<file path="config.mk">
export PLATFORM = sky130hd
export DESIGN_NAME = axil_mem_arbiter
export DESIGN_NICKNAME = d
export VERILOG_FILES = /design/src/rtl/axil_mem_arbiter.sv
export SDC_FILE = /design/constraint.sdc
export NUM_CORES = 1
export LEC_CHECK = 0
export BUFFER_PORTS_ARGS = -buffer_cell sky130_fd_sc_hd__buf_2
export CAP_MARGIN = 20
export CELL_PAD_IN_SITES_DETAIL_PLACEMENT = 0
export CELL_PAD_IN_SITES_GLOBAL_PLACEMENT = 1
export CORE_AREA = 2 2 130 132
export CTS_CLUSTER_SIZE = 12
export DETAILED_ROUTE_END_ITERATION = 10
export DIE_AREA = 0 0 132 134
export PLACE_DENSITY_LB_ADDON = 0.3
export REMOVE_ABC_BUFFERS = 1
export SYNTH_ARGS = -nofsm -noshare
export SYNTH_HDL_FRONTEND = slang
export SYNTH_SLANG_ARGS = --single-unit
export TNS_END_PERCENT = 50
</file>
<file path="constraint.sdc">
create_clock -name clk -period 2.2 [get_ports clk]
set_clock_uncertainty 0.05 [all_clocks]
set_input_delay 0.11 -clock clk [delete_from_list [all_inputs] [get_ports clk]]
set_output_delay 0.11 -clock clk [all_outputs]
set_load 0.1 [all_outputs]
</file>
<file path="src/rtl/axil_mem_arbiter.sv">
// rtl/axil_mem_arbiter.sv - two-master to one-slave AXI-lite arbiter for a shared memory wrapper
//
// Purpose: shares one memory wrapper between the instruction-fetch master (m0)
// and the data master (m1). One complete read or write transaction is granted
// at a time. The granted master's channels are passed straight through to the
// slave with no added latency.
//
// Ports:
//   clk, reset          - rising-edge clock; asynchronous active-low reset
//   m0_*, m1_*          - slave-side AXI-lite ports (AW, W, B, AR, R) facing the core
//   s_*                 - master-side AXI-lite port facing the memory wrapper
//   grant               - index of the master owning the slave, valid while busy
//   busy                - high while a transaction is in flight (state != IDLE)
//
// Configuration macro:
//   AXIL_ARB_FIXED_PRIO_EN - when defined, m1 always wins a tie (fixed priority);
//                            otherwise ties are resolved round-robin.

module axil_mem_arbiter #(
  parameter int ADDR_W = 12,
  parameter int DATA_W = 32
) (
  input  logic                clk,
  input  logic                reset,
  // master 0 (instruction fetch)
  input  logic                m0_awvalid,
  output logic                m0_awready,
  input  logic [ADDR_W-1:0]   m0_awaddr,
  input  logic [2:0]          m0_awprot,
  input  logic                m0_wvalid,
  output logic                m0_wready,
  input  logic [DATA_W-1:0]   m0_wdata,
  input  logic [DATA_W/8-1:0] m0_wstrb,
  output logic                m0_bvalid,
  input  logic                m0_bready,
  output logic                m0_bresp,
  input  logic                m0_arvalid,
  output logic                m0_arready,
  input  logic [ADDR_W-1:0]   m0_araddr,
  input  logic [2:0]          m0_arprot,
  output logic                m0_rvalid,
  input  logic                m0_rready,
  output logic [DATA_W-1:0]   m0_rdata,
  output logic                m0_rresp,
  // master 1 (data)
  input  logic                m1_awvalid,
  output logic                m1_awready,
  input  logic [ADDR_W-1:0]   m1_awaddr,
  input  logic [2:0]          m1_awprot,
  input  logic                m1_wvalid,
  output logic                m1_wready,
  input  logic [DATA_W-1:0]   m1_wdata,
  input  logic [DATA_W/8-1:0] m1_wstrb,
  output logic                m1_bvalid,
  input  logic                m1_bready,
  output logic                m1_bresp,
  input  logic                m1_arvalid,
  output logic                m1_arready,
  input  logic [ADDR_W-1:0]   m1_araddr,
  input  logic [2:0]          m1_arprot,
  output logic                m1_rvalid,
  input  logic                m1_rready,
  output logic [DATA_W-1:0]   m1_rdata,
  output logic                m1_rresp,
  // shared slave (memory wrapper)
  output logic                s_awvalid,
  input  logic                s_awready,
  output logic [ADDR_W-1:0]   s_awaddr,
  output logic [2:0]          s_awprot,
  output logic                s_wvalid,
  input  logic                s_wready,
  output logic [DATA_W-1:0]   s_wdata,
  output logic [DATA_W/8-1:0] s_wstrb,
  input  logic                s_bvalid,
  output logic                s_bready,
  input  logic                s_bresp,
  output logic                s_arvalid,
  input  logic                s_arready,
  output logic [ADDR_W-1:0]   s_araddr,
  output logic [2:0]          s_arprot,
  input  logic                s_rvalid,
  output logic                s_rready,
  input  logic [DATA_W-1:0]   s_rdata,
  input  logic                s_rresp,
  // status
  output logic                grant,
  output logic                busy
);

  typedef enum logic [2:0] {IDLE, WR, WB, RD_A, RD_R} state_t;

  state_t state, state_nxt;
  logic   grant_nxt;
  logic   aw_done, w_done, aw_done_nxt, w_done_nxt;

  logic   req0, req1, pick, pick_aw;

  // handshake signals of the currently granted master
  logic   g_awvalid, g_wvalid, g_bready, g_arvalid, g_rready;
  logic   g_awready, g_wready, g_bvalid, g_arready, g_rvalid;

  assign req0 = m0_awvalid | m0_arvalid;
  assign req1 = m1_awvalid | m1_arvalid;

`ifdef AXIL_ARB_FIXED_PRIO_EN
  assign pick = req1;
`else
  logic last_grant;
  // on a tie the master not granted last time wins; otherwise the sole requester
  assign pick = (req0 & req1) ? ~last_grant : req1;

  always_ff @(posedge clk or negedge reset) begin
    if (!reset) begin
      last_grant <= 1'b1;
    end else if (state == IDLE && (req0 | req1)) begin
      last_grant <= pick;
    end
  end
`endif

  // a pending write is served before a pending read of the same master
  assign pick_aw = pick ? m1_awvalid : m0_awvalid;

  assign g_awvalid = grant ? m1_awvalid : m0_awvalid;
  assign g_wvalid  = grant ? m1_wvalid  : m0_wvalid;
  assign g_bready  = grant ? m1_bready  : m0_bready;
  assign g_arvalid = grant ? m1_arvalid : m0_arvalid;
  assign g_rready  = grant ? m1_rready  : m0_rready;

  // payloads are don't-care outside the active channel, so they follow grant freely
  assign s_awaddr = grant ? m1_awaddr : m0_awaddr;
  assign s_awprot = grant ? m1_awprot : m0_awprot;
  assign s_wdata  = grant ? m1_wdata  : m0_wdata;
  assign s_wstrb  = grant ? m1_wstrb  : m0_wstrb;
  assign s_araddr = grant ? m1_araddr : m0_araddr;
  assign s_arprot = grant ? m1_arprot : m0_arprot;

  assign m0_bresp = s_bresp;
  assign m1_bresp = s_bresp;
  assign m0_rdata = s_rdata;
  assign m1_rdata = s_rdata;
  assign m0_rresp = s_rresp;
  assign m1_rresp = s_rresp;

  assign m0_awready = g_awready & ~grant;
  assign m1_awready = g_awready &  grant;
  assign m0_wready  = g_wready  & ~grant;
  assign m1_wready  = g_wready  &  grant;
  assign m0_bvalid  = g_bvalid  & ~grant;
  assign m1_bvalid  = g_bvalid  &  grant;
  assign m0_arready = g_arready & ~grant;
  assign m1_arready = g_arready &  grant;
  assign m0_rvalid  = g_rvalid  & ~grant;
  assign m1_rvalid  = g_rvalid  &  grant;

  assign busy = (state != IDLE);

  always_comb begin
    state_nxt   = state;
    grant_nxt   = grant;
    aw_done_nxt = aw_done;
    w_done_nxt  = w_done;
    s_awvalid   = 1'b0;
    s_wvalid    = 1'b0;
    s_bready    = 1'b0;
    s_arvalid   = 1'b0;
    s_rready    = 1'b0;
    g_awready   = 1'b0;
    g_wready    = 1'b0;
    g_bvalid    = 1'b0;
    g_arready   = 1'b0;
    g_rvalid    = 1'b0;
    case (state)
      IDLE: begin
        if (req0 | req1) begin
          grant_nxt = pick;
          state_nxt = pick_aw ? WR : RD_A;
        end
      end
      WR: begin
        // AW and W complete independently; a finished channel is masked off
        s_awvalid   = g_awvalid & ~aw_done;
        g_awready   = s_awready & ~aw_done;
        s_wvalid    = g_wvalid  & ~w_done;
        g_wready    = s_wready  & ~w_done;
        aw_done_nxt = aw_done | (s_awvalid & s_awready);
        w_done_nxt  = w_done  | (s_wvalid  & s_wready);
        if (aw_done_nxt && w_done_nxt) begin
          state_nxt = WB;
        end
      end
      WB: begin
        s_bready = g_bready;
        g_bvalid = s_bvalid;
        if (s_bvalid && g_bready) begin
          aw_done_nxt = 1'b0;
          w_done_nxt  = 1'b0;
          state_nxt   = IDLE;
        end
      end
      RD_A: begin
        s_arvalid = g_arvalid;
        g_arready = s_arready;
        if (g_arvalid && s_arready) begin
          state_nxt = RD_R;
        end
      end
      RD_R: begin
        s_rready = g_rready;
        g_rvalid = s_rvalid;
        if (s_rvalid && g_rready) begin
          state_nxt = IDLE;
        end
      end
      default: begin
        state_nxt = IDLE;
      end
    endcase
  end

  always_ff @(posedge clk or negedge reset) begin
    if (!reset) begin
      state   <= IDLE;
      grant   <= 1'b0;
      aw_done <= 1'b0;
      w_done  <= 1'b0;
    end else begin
      state   <= state_nxt;
      grant   <= grant_nxt;
      aw_done <= aw_done_nxt;
      w_done  <= w_done_nxt;
    end
  end

endmodule

</file>
Yosys cells after proc, flatten, opt, wreduce, memory -nomap -nowiden --
Index checks and enable logic that the tools add are counted.
Storage, ports and cells: register bits after elaboration 7, bits of input ports 183, output and inout bits 151, word-level logic and storage cells 84
Cells by class: bitwise gates (word level) 26, reduce and logical (&&, ||, !) cells 11, eq/ne operators 9, muxes and demuxes 33
Operators with widths (number):
- 32-bit two-way mux | 1
- 12-bit two-way mux | 2
- 3-bit two-way mux | 7
- 1-bit two-way mux | 18
- 1-bit bitwise AND | 17
- 3-bit one-hot mux with 5 select lines | 1
- 2-bit inequality test (second input constant) | 4
- 3-bit by 2-bit == test with 1-bit output (second input constant) | 2
- 1-bit logical AND | 5
- 1-bit bitwise OR | 5
- 5-bit AND reduction | 1
- 4-bit two-way mux | 1
- 1-bit inverter | 4
- 1-bit one-hot mux with 2 select lines | 2
- 2-bit AND reduction | 2
- 3-bit by 1-bit == test with 1-bit output (second input constant) | 1
- 3-bit == test (second input constant) | 1
- 3-bit zero test | 1
- 3-bit nonzero test | 1
- 2-bit two-way mux | 1
- 2-bit by 1-bit inequality test with 1-bit output (second input constant) | 1
- 2-bit nonzero test | 1

Longest topological paths before layout --
Gate-level depths: netlist (run 1).
depth after elaboration 7, mapped depth 6, depth with buffers taken out 4

Least setup slack after synthesis (run 1) --
OpenSTA, ideal clock, no wires.
path type flip-flop to output port, start register grant, end output s_bready, required time 2040 ps, path slack -1359 ps, stages on the path, launching flop included 4, arrival time 3399 ps, path buffers 1, cell sequence dfrtp_1 buf_2 mux2i_1 nor3_1
On the way: cells in the longest elaborated chain, start to end 2
Ends and longest elaborated chain:
- start, declared | line 86 | output logic grant,
- start signal, assigned | line 229 | grant <= grant_nxt;
- 1-bit two-way mux | line 126 | assign g_bready = grant ? m1_bready : m0_bready;
- 1-bit two-way mux | line 173 | case (state)
- end, declared | line 75 | output logic s_bready,
Every way passes these cells.

Worst setup path in the final report (run 1) --
start register state[2], end output m0_bvalid
On the way: cells in the longest elaborated chain, start to end 3
Ends and longest elaborated chain:
- start, declared | line 92 | state_t state, state_nxt;
- start signal, assigned | line 228 | state <= state_nxt;
- 3-bit by 2-bit == test with 1-bit output | line 173
- 1-bit two-way mux | line 173
- 1-bit bitwise AND | line 149 | assign m0_bvalid = g_bvalid & ~grant;
- end, declared | line 34 | output logic m0_bvalid,
Every way passes these cells.

==> results.toml, run 1 <==
[timing]
rsz0062_at_grt = "false"
setup_viol = 0
setup_ws_ps = 146
fmax_ghz = 0.487
worstMarginPinSlew_ps = 551
period_minus_slack_ps = 2050
relSlewSlack = 0.635
hold_violations = 0
period_share = 0.933
drv_slew = 0

[synthesis]
syn_area_mm2 = 0.00191
synth.distinct_cells = 33
synth-main-ff-cell = "dfrtp_1"
yosys_warnings = 0
synthTopCellsByArea = "mux2_2 (39%), buf_4 (27%), dfrtp_1 (7.9%)"
async_flop_share = 1.00
ys_ff_latch = 7
synth_common_cells = "buf_4 (68), mux2_2 (66), nor2_1 (19)"
yosysTopAreaCell = "mux2_2"
synth_top_area_share = 0.390
avgSynthCellArea_um2 = 8.51
synth_most_common_cell = "buf_4"
syn_inst = 224
synth_seq_area_share = 0.0926
synth-edff-count = 0

[clock_network]
cts_tree = "yes"
clk_pin_slew_ps = 40
numCtsBuffers = 3
cts_buffer_depth = 2
cts_resized = 0
worstSkewPairLatency_ps = 230
htreeDepth = 1
cts_root_buffer = "clkbuf_16"
cts_sinks = 7

[placed_design]
dpl_worst_slack_ps = 263
placed_cells = 598
place_congestion = 0.761
dp_hpwl_um = 11300
io_buffers = 231
placed_area_mm2 = 0.00282

[layout]
fin_util = 0.179
finalInstanceArea_mm2 = 0.00292
synthToLayoutAreaGrowth_pct = 53.2
stdcell_count = 604
antenna_cells = 0
layout.nets = 568
fillCellCount = 1899
drive_gt1_frac = 0.805

[floorplan]
dieHeight_um = 134
core_mm2 = 0.0163
dieArea_mm2 = 0.0177
start_util = 0.117
die_x_um = 132
rows = 47
io_pins = 334

[routing]
drt_first_iter_violations = 69
vias = 2299
wire_per_inst_um = 21.4
wirelength_um = 12900
avgViaCountPerCell = 3.81
drt-pass1-iter-count = 4
route.detailed.drc = 0
ant_nets = 0

[grt]
grt_use_total = 0.133
grt_pass1_wl_um = 16800
antenna_found_initial = 2
grt-ovfl-total = 0
grt_max_degree = 39
grt_pass1_vias = 2237

[power]
ir_worst_vdd_uv = 785
p_leak_nw = 1.52
cellPowerDensity_mw_per_mm2 = 2050

[critical_path]
r2r_slack_ps = 490
critPathMaxStageDelay_ps = 460
worstPathMaxFanout = 8
worstSetupPathType = "reg2out"
startpoint_type = "flop"
arrival_ps = 1890
worst_ep_required_time_ps = 2040
critPathSlowestCell = "dfrtp_1"
worstPathCellList = "nand2b_1 > or3_1 > nor2_1 > buf_2"
end_kind = "output pin"

[job]
drv_cap = 0

[run_status]
status = "finished clean"

[worst_hold_path]
min_path_type = "in2reg"
-- power by group --
group	switching, W	total, W	internal, W
Combinational	0.00417	0.00529	0.00112
Clock	0.0000739	0.000315	0.000242
Sequential	0.000184	0.000389	0.000205
-- area by class of cell --
class / count / area, µm² / area share
timing repair buffer: 236 / 1230 / 0.422
sequential: 7 / 180 / 0.0617
multi-input combinational: 131 / 1130 / 0.387
clock buffer: 4 / 78.8 / 0.0270
tap: 220 / 275 / 0.0943
inverter: 6 / 22.5 / 0.00772
-- registers in the layout (all words and copies together), names as in the netlist --
register	flops
w_done	1
last_grant	1
state	3
aw_done	1
grant	1
-- critical path, delay by kind of cell, from the launching register on --
kind          cells  cell delay [ps]
flops             1              460
buf+inv           1              440
simple gates      3              760
-- layout by cell type (no fill, tap or decap), drive strengths merged, types with 2 or more instances in the layout --
master and instances:
nand2b 2, buf 235, nand2 6, o22ai 2
a21oi 2, mux2i 5, dfrtp 6, mux2 67
o21ai 6, and3 2, or3 2, clkbuf 4
nor3 3, nor4b 2, nor2 19, nor2b 2
inv 6
-- per-stage QoR --
stage / TNS, ps / power (W) / hold WS [ps]
floorplan: -123480 / 0.00461 / -236
global placement: 0 / 0.00565 / -86.5
CTS: 0 / 0.00600 / 171
detailed placement: 0 / 0.00566 / -89.7
global route: 0 / 0.00620 / 171
finish: 0 / 0.00600 / 169
-- repair_timing --
action,in CTS,in global routing
endpoints found under the setup margin,0,4
buffers inserted,0,1
hold buffers,1,0
hold endpoints to repair,7,0
-- logic make-up after synthesis --
kind of cell    synth area share
compound gates            0.0604
simple gates               0.109
mux                        0.424
buf+inv                    0.314
flops                     0.0926
-- per-layer routing --
layer  share of wire  vias up  wire, µm  track usage
met5           0.017        -       215       0.0833
met4          0.0049        8        64       0.0139
met3            0.18       17      2320        0.117
met2            0.36      242      4640        0.163
met1            0.44     1008      5690        0.167
li1                -     1024         -            -
-- final timing paths --
| kind | start | endpoint | cells after the start |
|---|---|---|---|
| worst max-delay path | state[2] | m0_bvalid | 4 |
| worst min-delay path | m0_arvalid | state[0] | 3 |
| worst max register to register | grant | state[0] | 4 |
| worst min register to register | w_done | w_done | 2 |
| max in group asynchronous | reset | last_grant | 2 |
| min in group asynchronous | reset | grant | 2 |
Note: power is estimated with default switching activity, not from simulation.
==> run 2, diff against run 1 <==
ABC_AREA = 1   (was not set)
CORE_AREA = 2 2 131 133   (was 2 2 130 132)
CTS_BUF_LIST = sky130_fd_sc_hd__clkbuf_8   (was not set)
DIE_AREA = 0 0 133 135   (was 0 0 132 134)
==> results.toml, run 2 <==
[grt]
grt_max_degree = 39
use_met3 = 0.111
antenna_found_initial = 0
top_usage_layer = "met2"
grt-ovfl-total = 0
grtUsageMet2 = 0.199
grt_use_met1 = 0.165
grt_pass1_wl_um = 18600
grt_use_total = 0.139
grt_pass1_vias = 2729

[clock_network]
holdBufCountCts = 1
clk_pin_slew_ps = 40
cts_buffer_depth = 2
htreeDepth = 1
cts_tree = "yes"
cts_root_buffer = "clkbuf_8"
worstSkewPairLatency_ps = 220
cts_sinks = 7
cts_setup_buffers = 0
cts_resized = 0
numCtsBuffers = 3

[synthesis]
yosys.area_share.simple = 0.562
ys_ff_latch = 7
synthXorXnorAreaFrac = 0
synth-edff-count = 0
synth_common_cells = "nand2_1 (241), buf_4 (69), inv_1 (15)"
synth_top_area_share = 0.466
syn_inst = 388
synth_seq_area_share = 0.0909
avgSynthCellArea_um2 = 5.00
synth_most_common_cell = "nand2_1"
synthMuxAreaShare = 0
synth-main-ff-cell = "dfrtp_1"
synthTopCellsByArea = "nand2_1 (47%), buf_4 (27%), dfrtp_1 (7.7%)"
synth.distinct_cells = 20
async_flop_share = 1.00
synth_compound_area_frac = 0.0129
yosysTopAreaCell = "nand2_1"
yosys_warnings = 0
synthAdderAreaFrac = 0
syn_area_mm2 = 0.00194
synth_top_family_by_area = "simple AND/OR/NAND/NOR gates"

[worst_hold_path]
worstHoldStart = "s_rdata[18]"
min_path_type = "in2out"

[timing]
relSlewSlack = 0.636
period_minus_slack_ps = 2010
hold_violations = 0
setup_ws_ps = 194
setup_viol = 0
rsz0062_at_grt = "false"
fmax_ghz = 0.499
worstMarginPinSlew_ps = 542
hold_slack_ps = 170
drv_slew = 0
period_share = 0.912

[placed_design]
io_buffers = 231
placed_area_mm2 = 0.00397
dpl_worst_slack_ps = 372
dp_hpwl_um = 11900
place_congestion = 0.838

[routing]
wire_per_inst_um = 17.6
ant_nets = 0
route.detailed.drc = 0
avgViaCountPerCell = 3.78
vias = 2888
drt-pass1-iter-count = 4
drt_first_iter_violations = 123
wirelength_um = 13400

[layout]
final_cell_mix = "nand2_1 (241), buf_2 (156), buf_12 (76)"
antenna_cells = 0
largest_register_ffs = 3
drive_gt1_frac = 0.459
finalInstanceArea_mm2 = 0.00402
regMostFlops = "state"
final_common_cell = "nand2_1"
layout.nets = 729
fin_util = 0.245
synthToLayoutAreaGrowth_pct = 107

[critical_path]
worst_ep_required_time_ps = 2040
timing.rr.start = "grant"
reg2regPathDepth = 10
endpoint = "s_rready"
rr_endpoint = "state[0]"
worstSetupPathType = "reg2out"
end_kind = "output pin"
crit_path_start = "grant"
r2r_slack_ps = 470
worstPathMaxFanout = 32
arrival_ps = 1850
startpoint_type = "flop"

[power]
ir_worst_vdd_uv = 874
totalPowerFinal_w = 0.00912
p_leak_nw = 2.30
cellPowerDensity_mw_per_mm2 = 2270

[floorplan]
die_x_um = 133
dieHeight_um = 135
core_mm2 = 0.0164
start_util = 0.118
dieArea_mm2 = 0.0180
io_pins = 334
rows = 47

[run_status]
status = "finished clean"

[job]
drv_cap = 0
## run 2: cell count changes after synthesis, sizes merged, moves of 9 or more
cell	before	now
mux2	67	0
clkbuf	1	14
inv	6	18
nand2	6	241
buf	79	70
## run 2: worst max-delay path, stage by stage, from the launching register on
cell and delay (ps):
dfrtp_2 530, inv_2 200, buf_12 210, nand2_1 90, and3_1 150, buf_2 420
## run 2: where the power goes
group,internal [W],leakage (nW),switching (W),total (W)
sequential,0.000203,0.0850,0.000116,0.000319
combinational,0.00262,2.19,0.00601,0.00863
clock,0.000121,0.0269,0.0000562,0.000177
total,0.00295,2.30,0.00618,0.00912
## run 2: worst min-delay path by stage
stage	slack (ps)	depth (start not counted)	end
after floorplan	-240	0	aw_done
after global placement	-90	1	aw_done
after detailed placement	-90	1	aw_done
after CTS	170	0	m0_rdata[18]
after global routing	170	0	m0_rdata[31]
final	170	0	m0_rdata[18]
## run 2: final cells by class
cell class	count	area (µm²)
clock buffers	3	41.3
flip-flops and latches	7	178
fillers	1821	12400
well taps	220	275
multi-input cells	279	1120
clock inverters	1	3.75
repair buffers	237	2340
inverters	18	67.6
## run 2: metal layers
layer,share of wire,wire length [µm]
met2,0.40,5430
met1,0.41,5440
met3,0.19,2510
met4,0,0
met5,0.0046,62
## run 2: logic make-up after synthesis
family,count (synthesis)
AOI/OAI and AO/OA,5
buffers and inverters,102
DFF,7
and+or+nand+nor,274
## run 2: per-stage QoR
step                      std cells  setup TNS, ps
after floorplan                 304        -159550
after global placement          760              0
after detailed placement        760              0
after CTS                       765              0
after global routing            765              0
final                           765              0
==> run 3, diff against run 2 <==
BUFFER_PORTS_ARGS = -buffer_cell sky130_fd_sc_hd__buf_4   (was -buffer_cell sky130_fd_sc_hd__buf_2)
==> results.toml, run 3 (synthesis results as in run 2) <==
[critical_path]
cp.buffers_inverters = 3
cp_common_cell = "nand2_1"
worst_ep_required_time_ps = 2040
startpoint_type = "flop"
worstPathMaxFanout = 28
worstSetupPathType = "reg2out"
arrival_ps = 1790
end_kind = "output pin"
worstPathCellList = "inv_2 > buf_12 > nand2_1 > nand2_1 > nand2_1 > nor2_1 > buf_4"
critPathSlowestCell = "dfrtp_2"
critPathMaxStageDelay_ps = 420
crit_family = "buffers and inverters"

[timing]
fmax_ghz = 0.513
setup_tns_ps = 0
drv_slew = 0
setup_ws_ps = 252
period_share = 0.886
relSlewSlack = 0.726
setup_viol = 0
period_minus_slack_ps = 1950
worstMarginPinSlew_ps = 408
rsz0062_at_grt = "false"
hold_violations = 0

[placed_design]
dp_hpwl_um = 11400
io_buffers = 231
place_congestion = 0.839
placed_cells = 760
dpl_worst_slack_ps = 476
placed_area_mm2 = 0.00348

[run_status]
status = "finished clean"

[power]
p_seq_frac = 0.038
ir_worst_vdd_uv = 788
p_clk_frac = 0.023
comb_power_share = 0.939
cellPowerDensity_mw_per_mm2 = 2180
internal_power_w = 0.00178
p_leak_nw = 2.14
sw_frac_of_total = 0.769
p_switching_w = 0.00592

[clock_network]
holdBufCountCts = 1
cts_root_buffer = "clkbuf_8"
htreeDepth = 1
cts_setup_buffers = 0
worstSkewPairLatency_ps = 230
cts_tree = "yes"
cts_sinks = 7
numCtsBuffers = 3
clk_pin_slew_ps = 40
cts_buffer_depth = 2
cts_resized = 0

[grt]
grt_pass1_wl_um = 18200
grt_max_degree = 79
grt-ovfl-total = 0
grt_pass1_vias = 2719
grt_use_total = 0.138
antenna_found_initial = 0

[layout]
synthToLayoutAreaGrowth_pct = 82.2
layout.nets = 729
stdcell_count = 765
ff_latch_area_um2 = 178
multi_input_area_mm2 = 0.00112
finalInstanceArea_mm2 = 0.00354
fillCellCount = 1887
regMostFlops = "state"
final_common_cell = "nand2_1"
final_cell_mix = "nand2_1 (241), buf_4 (230), inv_1 (16)"
largest_register_ffs = 3
drive_gt1_frac = 0.459
antenna_cells = 0

[floorplan]
die_x_um = 133
dieArea_mm2 = 0.0180
start_util = 0.118
io_pins = 334
dieHeight_um = 135
core_mm2 = 0.0164
rows = 47

[routing]
avgViaCountPerCell = 3.76
drt-pass1-iter-count = 4
drt_first_iter_violations = 67
vias = 2878
route.detailed.drc = 0
ant_nets = 0
wire_per_inst_um = 17.4
wirelength_um = 13300

[worst_hold_path]
min_path_type = "in2out"

[job]
drv_cap = 0
-- run 3: cell counts in the layout (fill, tap and decap cells not counted) --
No cell type changed its count.
-- run 3: worst paths after layout --
path                                end  slack [ps]  cells after the start         from
hold reg to reg              last_grant         410                      2   last_grant
setup reg to reg               state[0]         520                     11        grant
hold / removal             m0_rdata[18]         170                      0  s_rdata[18]
setup / recovery               s_wvalid         250                      7        grant
min in group asynchronous      state[1]         180                      2        reset
max in group asynchronous    last_grant        1710                      2        reset
-- run 3: power by group through the flow --
stage	Combinational (W)	Sequential, W	Clock [W]
after global placement	0.00729	0.000293	0
final	0.00723	0.000289	0.000181
after floorplan	0.00534	0.000459	0
after CTS	0.00732	0.000289	0.000184
after global routing	0.00758	0.000300	0.000192
after detailed placement	0.00730	0.000291	0
-- run 3: layout make-up --
type / count / share of cell area
clock buffer: 3 / 0.0117
multi-input combinational: 279 / 0.315
timing repair buffer: 237 / 0.525
sequential: 7 / 0.0502
clock inverter: 1 / 0.00106
tap: 220 / 0.0778
inverter: 18 / 0.0191
-- run 3: metal layers --
metal	routed length [µm]	track usage	vias to the layer above
li1	-	-	1409
met1	4740	0.142	1215
met2	5400	0.199	242
met3	3020	0.145	10
met4	40	0.00956	2
met5	92	0.0444	-
-- run 3: per-stage QoR --
step                 util  hold WS, ps  power [W]
detailed placement  0.212         -119    0.00759
finish              0.216          170    0.00770
CTS                 0.216          171    0.00779
floorplan               -         -236    0.00580
global placement    0.212         -118    0.00758
global route        0.216          170    0.00807
